<file path="src/rtl/elevator_scan_ctrl.sv">
// elevator_scan_ctrl: single-car SCAN controller with latched hall and car calls.
// Optional macro ELEV_DOOR_HOLD_EN adds i_door_hold, which keeps the door open while high.
module elevator_scan_ctrl #(
  parameter int NUM_FLOORS    = 5,
  parameter int FLOOR_W       = $clog2(NUM_FLOORS),
  parameter int TRAVEL_CYCLES = 4,
  parameter int DOOR_CYCLES   = 3
) (
  input  logic                  CLK,
  input  logic                  RST,
  input  logic [NUM_FLOORS-1:0] i_req_ext,
  input  logic [NUM_FLOORS-1:0] i_req_inter,
  input  logic                  i_stop,
`ifdef ELEV_DOOR_HOLD_EN
  input  logic                  i_door_hold,
`endif
  output logic [FLOOR_W-1:0]    o_current_floor,
  output logic                  o_up,
  output logic                  o_down,
  output logic                  o_door,
  output logic [NUM_FLOORS-1:0] o_pending
);

  localparam int TW = $clog2(TRAVEL_CYCLES + 1);
  localparam int DW = $clog2(DOOR_CYCLES + 1);
  localparam logic [TW-1:0]      TRAVEL_LAST = TW'(TRAVEL_CYCLES - 1);
  localparam logic [DW-1:0]      DOOR_LAST   = DW'(DOOR_CYCLES - 1);
  localparam logic [FLOOR_W-1:0] TOP_FLOOR   = FLOOR_W'(NUM_FLOORS - 1);

  typedef enum logic [1:0] {IDLE, MOVE_UP, MOVE_DOWN, DOOR_OPEN} state_t;

  state_t                state;
  logic [FLOOR_W-1:0]    floor;
  logic                  dir_up;
  logic [TW-1:0]         travel_cnt;
  logic [DW-1:0]         door_cnt;
  logic [NUM_FLOORS-1:0] pending;
  logic [NUM_FLOORS-1:0] req_all;
  logic                  here, above, below;
  logic                  here_up, above_up, here_dn, below_dn;
  logic                  door_hold;

`ifdef ELEV_DOOR_HOLD_EN
  assign door_hold = i_door_hold;
`else
  assign door_hold = 1'b0;
`endif

  assign req_all = pending | i_req_ext | i_req_inter;

  function automatic logic [NUM_FLOORS-1:0] floor_bit(input logic [FLOOR_W-1:0] f);
    floor_bit = '0;
    for (int i = 0; i < NUM_FLOORS; i++)
      if (i == int'(f)) floor_bit[i] = 1'b1;
  endfunction

  // Request lookups relative to the current floor and to the floor reached on an arrival edge.
  always_comb begin
    here     = 1'b0;
    above    = 1'b0;
    below    = 1'b0;
    here_up  = 1'b0;
    above_up = 1'b0;
    here_dn  = 1'b0;
    below_dn = 1'b0;
    for (int i = 0; i < NUM_FLOORS; i++) begin
      if (i == int'(floor))     here     = here     | req_all[i];
      if (i >  int'(floor))     above    = above    | req_all[i];
      if (i <  int'(floor))     below    = below    | req_all[i];
      if (i == int'(floor) + 1) here_up  = here_up  | req_all[i];
      if (i >  int'(floor) + 1) above_up = above_up | req_all[i];
      if (i == int'(floor) - 1) here_dn  = here_dn  | req_all[i];
      if (i <  int'(floor) - 1) below_dn = below_dn | req_all[i];
    end
  end

  // Requests keep latching while stopped; only the FSM and its counters freeze.
  always_ff @(posedge CLK) begin
    if (!RST) begin
      state      <= IDLE;
      floor      <= '0;
      dir_up     <= 1'b1;
      travel_cnt <= '0;
      door_cnt   <= '0;
      pending    <= '0;
    end else begin
      pending <= req_all;
      if (!i_stop) begin
        case (state)
          IDLE: begin
            if (here) begin
              state    <= DOOR_OPEN;
              door_cnt <= '0;
              pending  <= req_all & ~floor_bit(floor);
            end else if (above) begin
              state      <= MOVE_UP;
              dir_up     <= 1'b1;
              travel_cnt <= '0;
            end else if (below) begin
              state      <= MOVE_DOWN;
              dir_up     <= 1'b0;
              travel_cnt <= '0;
            end
          end
          MOVE_UP: begin
            if (floor == TOP_FLOOR) begin
              state      <= IDLE;
              travel_cnt <= '0;
            end else if (travel_cnt != TRAVEL_LAST) begin
              travel_cnt <= travel_cnt + 1'b1;
            end else begin
              travel_cnt <= '0;
              floor      <= floor + 1'b1;
              if (here_up) begin
                state    <= DOOR_OPEN;
                door_cnt <= '0;
                pending  <= req_all & ~floor_bit(floor + 1'b1);
              end else if (!above_up) begin
                state <= IDLE;
              end
            end
          end
          MOVE_DOWN: begin
            if (floor == '0) begin
              state      <= IDLE;
              travel_cnt <= '0;
            end else if (travel_cnt != TRAVEL_LAST) begin
              travel_cnt <= travel_cnt + 1'b1;
            end else begin
              travel_cnt <= '0;
              floor      <= floor - 1'b1;
              if (here_dn) begin
                state    <= DOOR_OPEN;
                door_cnt <= '0;
                pending  <= req_all & ~floor_bit(floor - 1'b1);
              end else if (!below_dn) begin
                state <= IDLE;
              end
            end
          end
          DOOR_OPEN: begin
            if (here) begin
              door_cnt <= '0;
              pending  <= req_all & ~floor_bit(floor);
            end else if (door_hold) begin
              door_cnt <= '0;
            end else if (door_cnt != DOOR_LAST) begin
              door_cnt <= door_cnt + 1'b1;
            end else begin
              door_cnt   <= '0;
              travel_cnt <= '0;
              if (dir_up ? above : below) begin
                state <= dir_up ? MOVE_UP : MOVE_DOWN;
              end else if (dir_up ? below : above) begin
                state  <= dir_up ? MOVE_DOWN : MOVE_UP;
                dir_up <= ~dir_up;
              end else begin
                state <= IDLE;
              end
            end
          end
          default: state <= IDLE;
        endcase
      end
    end
  end

  assign o_current_floor = floor;
  assign o_pending       = pending;
  assign o_door          = (state == DOOR_OPEN);
  assign o_up            = (state == MOVE_UP)   && !i_stop;
  assign o_down          = (state == MOVE_DOWN) && !i_stop;

endmodule

</file>
<file path="config.mk">
export PLATFORM = sky130hd
export DESIGN_NAME = elevator_scan_ctrl
export DESIGN_NICKNAME = d
export VERILOG_FILES = /design/src/rtl/elevator_scan_ctrl.sv
export SDC_FILE = /design/constraint.sdc
export NUM_CORES = 1
export LEC_CHECK = 0
export ABC_AREA = 1
export CORE_ASPECT_RATIO = 0.9
export CORE_MARGIN = 4
export CORE_UTILIZATION = 50
export CTS_CLUSTER_SIZE = 14
export DETAILED_ROUTE_END_ITERATION = 8
export DONT_BUFFER_PORTS = 1
export HOLD_SLACK_MARGIN = 0.03
export PLACE_DENSITY = 0.72
export SETUP_SLACK_MARGIN = 0.15
export SKIP_CTS_REPAIR_TIMING = 1
export SYNTH_ARGS = -nofsm -noshare
export SYNTH_HDL_FRONTEND = slang
export SYNTH_SLANG_ARGS = --single-unit
</file>
<file path="constraint.sdc">
create_clock -name CLK -period 2.7 [get_ports CLK]
set_input_delay 0.27 -clock CLK [delete_from_list [all_inputs] [get_ports CLK]]
set_output_delay 0.27 -clock CLK [all_outputs]
set_load 0.005 [all_outputs]
</file>
## Yosys cells after proc, flatten, opt, wreduce, memory -nomap -nowiden

Cells that the tools add are included.

| cells by class | value |
|---|---|
| $add $sub $neg | 6 |
| multiply operators | 0 |
| divide/modulo/power cells | 0 |
| magnitude comparators | 19 |
| equality and inequality tests | 44 |
| shifts and indexed selects | 0 |
| mux-type cells | 206 |
| bitwise logic cells | 39 |
| reductions and logical operators | 17 |

Operator list:

| operator | count |
|---|---|
| 2-to-1 mux 1 bit | 153 |
| equality test 3 x 32 -> 1 bit, first input constant | 2 |
| > comparator 3 x 32 -> 1 bit, first input constant | 2 |
| zero test 32 bit | 2 |
| 2-to-1 mux 2 bit | 26 |
| 2-to-1 mux 5 bit | 9 |
| 2-to-1 mux 3 bit | 12 |
| equality test 2 x 32 -> 1 bit, first input constant | 1 |
| equality test 4 x 32 -> 1 bit, first input constant | 1 |
| > comparator 1 x 32 -> 1 bit, first input constant | 1 |
| > comparator 2 x 32 -> 1 bit, first input constant | 1 |
| equality test 3 bit, first input constant | 9 |
| OR 1 bit | 27 |
| != test 2 bit, second input constant | 12 |
| AND reduction 8 bit | 3 |
| bitwise AND 5 bit | 4 |
| inverter 5 bit | 4 |
| case mux 5 bit (4 select lines) | 1 |
| case mux 2 bit (4 select lines) | 2 |
| zero test 3 bit | 4 |
| != test 4 bit, second input constant | 3 |
| case mux 3 bit (4 select lines) | 1 |
| OR 5 bit | 2 |
| equality test 2 x 3 -> 1 bit, first input constant | 3 |
| 34 further kinds | 46 |

| storage, ports and cells | value |
|---|---|
| register bits | 16 |
| bits in latches | 0 |
| memory bits (writable) | 0 |
| memory bits (read-only) | 0 |
| bits of input ports | 13 |
| output and inout bits | 11 |
| word-level logic and storage cells | 337 |
| memories kept | 0 |

## Longest topological paths before layout

| depth | value |
|---|---|
| depth after elaboration | 24 |
| mapped depth | 18 |

## Worst setup path after synthesis

Ideal clock, no wire load.

| timing path | value |
|---|---|
| path type | reg2reg |
| start | register floor[0], in the netlist o_current_floor[0] |
| end | register state[0] |
| setup time | 0.114 ns |
| arrival time | 2.098 ns |
| data required time | 2.586 ns |
| setup slack | 0.488 ns |
| cell stages (with the launch flop) | 18 |
| buffers on the path | 0 |
| cells stage by stage | dfxtp_1 > inv_1 > ha_1 > inv_1 > nand2_1 > nand2_2 > nor2_1 > ha_1 > inv_1 > nor2_1 > nor2_1 > nand2_1 > nor2_1 > nand2_1 > nand3_1 > nor2_4 > nor2_1 > nor2_2 |

| on the way | value |
|---|---|
| longest elaborated chain between the ends | 16 |

Ends and longest elaborated chain:

| element | line | RTL |
|---|---|---|
| start: declaration | 33 | `logic [FLOOR_W-1:0] floor;` |
| start signal: assignment | 113 | `floor <= floor + 1'b1;` |
| start signal: assignment | 131 | `floor <= floor - 1'b1;` |
| branches (longest 16 deep; another with > comparator 1 x 32 -> 1 bit) | - |  |
| end signal: assignment | 153 | `state <= dir_up ? MOVE_UP : MOVE_DOWN;` |
| end signal: assignment | 155 | `state <= dir_up ? MOVE_DOWN : MOVE_UP;` |
| end: declaration | 32 | `state_t state;` |

Parallel ways; which one is timed is not known. The select of a mux whose other input is x is not followed.
A chain may end at the register's enable or synchronous reset.

## Worst setup path after layout

| timing path | value |
|---|---|
| start | register floor[0], in the netlist o_current_floor[0] |
| end | register pending[3], in the netlist o_pending[3] |

| on the way | value |
|---|---|
| longest elaborated chain between the ends | 16 |

Ends and longest elaborated chain:

| element | line | RTL |
|---|---|---|
| subtractor 3 x 1 -> 4 bit (tied with other cells) | 72 | `if (i == int'(floor) - 1) here_dn = here_dn \| req_all[i];` |
| zero test 32 bit (tied with other cells) | 72 |  |
| 2-to-1 mux 1 bit, on equally long branches | 72, 54, 70 |  |
| OR 1 bit (tied with other cells) | 72 |  |
| 2-to-1 mux 1 bit, on equally long branches | - |  |
| OR 1 bit (tied with other cells) | 72 |  |
| 2-to-1 mux 1 bit, on equally long branches | 72, 70, 89 |  |
| OR 1 bit (tied with other cells) | 72 |  |
| 2-to-1 mux 1 bit, on equally long branches | 72, 70, 79 |  |
| OR 1 bit (tied with other cells) | 72 |  |
| 2-to-1 mux 1 bit (tied with other cells) | 72 |  |
| 2-to-1 mux 5 bit, on equally long branches | 132, 114 |  |
| 2-to-1 mux 5 bit, on equally long branches | 127, 109 |  |
| 2-to-1 mux 5 bit, on equally long branches | 124, 106 |  |
| case mux 5 bit (4 select lines) * | 89 | `case (state)` |
| 2-to-1 mux 5 bit * | 88 | `if (!i_stop) begin` |
| end signal: assignment | 87 | `pending <= req_all;` |
| end signal: assignment | 94 | `pending <= req_all & ~floor_bit(floor);` |
| end signal: assignment | 135 | `pending <= req_all & ~floor_bit(floor - 1'b1);` |
| end: declaration | 37 | `logic [NUM_FLOORS-1:0] pending;` |

Every way passes the cells marked *; elsewhere a longest branch is shown, timed or not. The select of a mux whose other input is x is not followed.

==> results.md <==
* Routed len/inst at 13.7 µm
* Die Wd at 71.3 µm
* Synth unique cells at 28
* Crit Path Category: reg -> reg
* DRT Pass-1 Iters at 5
* Post-synth EDFFs at 0
* Status: finished, final reports clean
* Initial Util at 0.525
* Worst-margin pin slew at 0.394 ns
* Crit. End Element: flop
* Pre-CTS setup slack at 0.262 ns
* Post-Syn Area at 1800 µm²
* Fill count at 349
* Syn_nets at 343
* Clk pwr share at 0.093
* Unrepaired setup endpoints after global routing: no
* Floorplan row count at 20
* Mapped Cells at 314
* IO buf count at 0
* Top cell type's share of synthesized area at 0.208
* Longest Clk Path Bufs at 2
* Crit path DAT at 2.47 ns
* Switching share of power at 0.576
* Internal at 1010 µW
* Psw at 1370 µW
* Die Y at 64.9 µm
* Hold Vio Cnt, Final at 0
* Top Metal Used: met4
* CTS buffer count at 3
* Gate power share at 0.734
* Clock Root Buffer: clkbuf_8
* Vias in the first global route at 1722
* Routability Congestion at 0.976
* Sequential cell area fraction in the yosys report at 0.178
* Fin Setup TNS at 0 ns
* Initial antenna violation count at 0
* Vias per Instance at 5.54
* Power Dens Cells at 1230 nW/µm²
* Fraction of layout cells with a size suffix above 1 at 0.0972
* CP Launch Type: flop
* Relative slew slack at 0.735
* ANT cells at 0
* Final Skew at 0.0107 ns
* Primary FF master, synth: dfxtp_1
* Number of synthesized register bits at 16
* Final Max Slew Viols at 0
* CTS sink count at 16
* Area contributors post-synth: nand2_1, dfxtp_1, ha_1, nor2_1, inv_1
* Fin crit share at 0.845
* Antenna Nets Post-Route at 0
* Leak Pwr at 0.00102 µW
* Synthesized area per cell at 5.73 µm²
* Worst setup margin at 0.419 ns
* First-pass GRT wire length at 8090 µm
* Met2 WL post-DR at 2110 µm
* Worst vdd ir at 0.573 mV
* Worst hold path class: in -> reg
* CP max FO at 9
* DRT iter0 DRCs at 218
* Worst EP required at 2.89 ns
* Drt drc at 0
* Fraction of registers with async set/reset at 0
* Area of the core at 3430 µm²
* Share of power burned in registers at 0.172
* Synth area leader: nand2_1
* Largest net degree at the start of global routing at 17
* Wl on met1 at 2340 µm
* Area Overhead vs Synth at 6.95%
* Final setup viols at 0
* Max Cap Violations at 0
* Count of synthesis-stage warnings from yosys at 0
* Routed WL at 4960 µm
* Final nets at 349
* Max Freq at 438 MHz
* I/O Pins at 24
* Clk Latency, worst-skew pair at 0.26 ns
* Clock-pin slew on the worst setup and hold paths at 0.07 ns
* Met3 wire length at 474 µm
* Die area at 4630 µm²
* Tmin final at 2.28 ns
* H-tree Lvls at 1
* CTS tree: done
* Total global-route track usage at 0.220
* Vias at 2012
* Detailed Place HPWL at 3900 µm
* Gr ovfl total at 0
-- worst max-delay path, stage by stage, from the launching register on --
cell and delay [ns]:
dfxtp_2 0.42, inv_2 0.10, ha_1 0.23, inv_1 0.06, nand2_1 0.08, nand2_2 0.19, nor2_1 0.07, ha_1 0.17
inv_1 0.05, nor2_1 0.04, nor2_1 0.13, nand2_1 0.11, nand2_1 0.12, nor2_1 0.07, nand2_1 0.07, nand2_1 0.05
nand2_1 0.07, nand2_1 0.07, a21oi_1 0.14
-- logic make-up (layout without fill, tap and decap cells) --
logic type,count (synthesis),in the layout,share of synthesized area
AND/OR/NAND/NOR,196,196,0.491
buffers and inverters,46,51,0.0980
AO/OA/AOI/OAI,39,39,0.117
adder cells (fa/ha/maj),16,16,0.111
flip-flops,16,16,0.178
XOR/XNOR,1,1,0.00487
-- worst paths after layout --
path                                    from                         end  slack (ns)  depth (start not counted)
max reg2reg  o_current_floor[0]$_SDFFE_PN0P_     o_pending[3]$_SDFF_PN0_        0.42                         18
min                                      RST         dir_up$_SDFFE_PN1P_         0.1                          1
max          o_current_floor[0]$_SDFFE_PN0P_     o_pending[3]$_SDFF_PN0_        0.42                         18
min reg2reg       travel_cnt[2]$_SDFFE_PN0P_  travel_cnt[2]$_SDFFE_PN0P_        0.46                          2
-- Yosys cell counts (all sizes together) (3+ instances only) --
library cell,number
nor2,49
nand3,30
inv,43
nor4,3
ha,16
nand4,5
a21oi,18
dfxtp,16
nand2,106
o21ai,20
-- layout make-up --
| cell class | instances | area [µm²] | area share |
|---|---|---|---|
| Clock buffer | 4 | 55.1 | 0.0286 |
| Inverter | 44 | 168 | 0.0871 |
| Multi-Input combinational cell | 252 | 1300 | 0.677 |
| Sequential cell | 16 | 322 | 0.167 |
| Tap cell | 44 | 55.1 | 0.0286 |
| Timing Repair Buffer | 3 | 22.5 | 0.0117 |
-- through the flow --
step	util	area (µm²)	total power (µW)	hold WS [ns]	instances
after CTS	0.561	1920	2340	0.0941	363
after detailed placement	0.545	1870	2110	0.366	359
final	0.562	1930	2370	0.0952	363
after floorplan	-	1800	1730	0.395	314
after global placement	0.545	1870	2100	0.365	359
after global routing	0.562	1930	2600	0.0967	363
-- flip-flops by register name, indices dropped and copies added (netlist names) --
name,count
dir_up,1
door_cnt,2
o_current_floor,3
o_pending,5
state,2
travel_cnt,3
-- cell usage in the layout (no fill, tap or decap), drive strengths merged --
cell    instances
clkbuf          4
clkinv          1
or2             1
nand4           5
inv            43
ha             16
nand2         106
nor3            1
buf             3
nand3          30
xor2            1
a21oi          18
o21ai          20
nor2           49
nand3b          1
dfxtp          16
nor4            3
o211a           1
-- layer usage --
metal / vias up / track usage
li1: 1013 / -
met1: 910 / 0.310
met2: 85 / 0.342
met3: 4 / 0.0481
met4: 0 / 0.0446
met5: - / 0
-- power groups by stage --
stage	Combinational, µW	Clock, µW	Sequential, µW
after floorplan	1320	0	403
after global placement	1690	0	409
after detailed placement	1700	0	411
after CTS	1710	229	405
after global routing	1940	238	423
final	1740	222	409
Note: power is estimated with default switching activity, not from simulation.
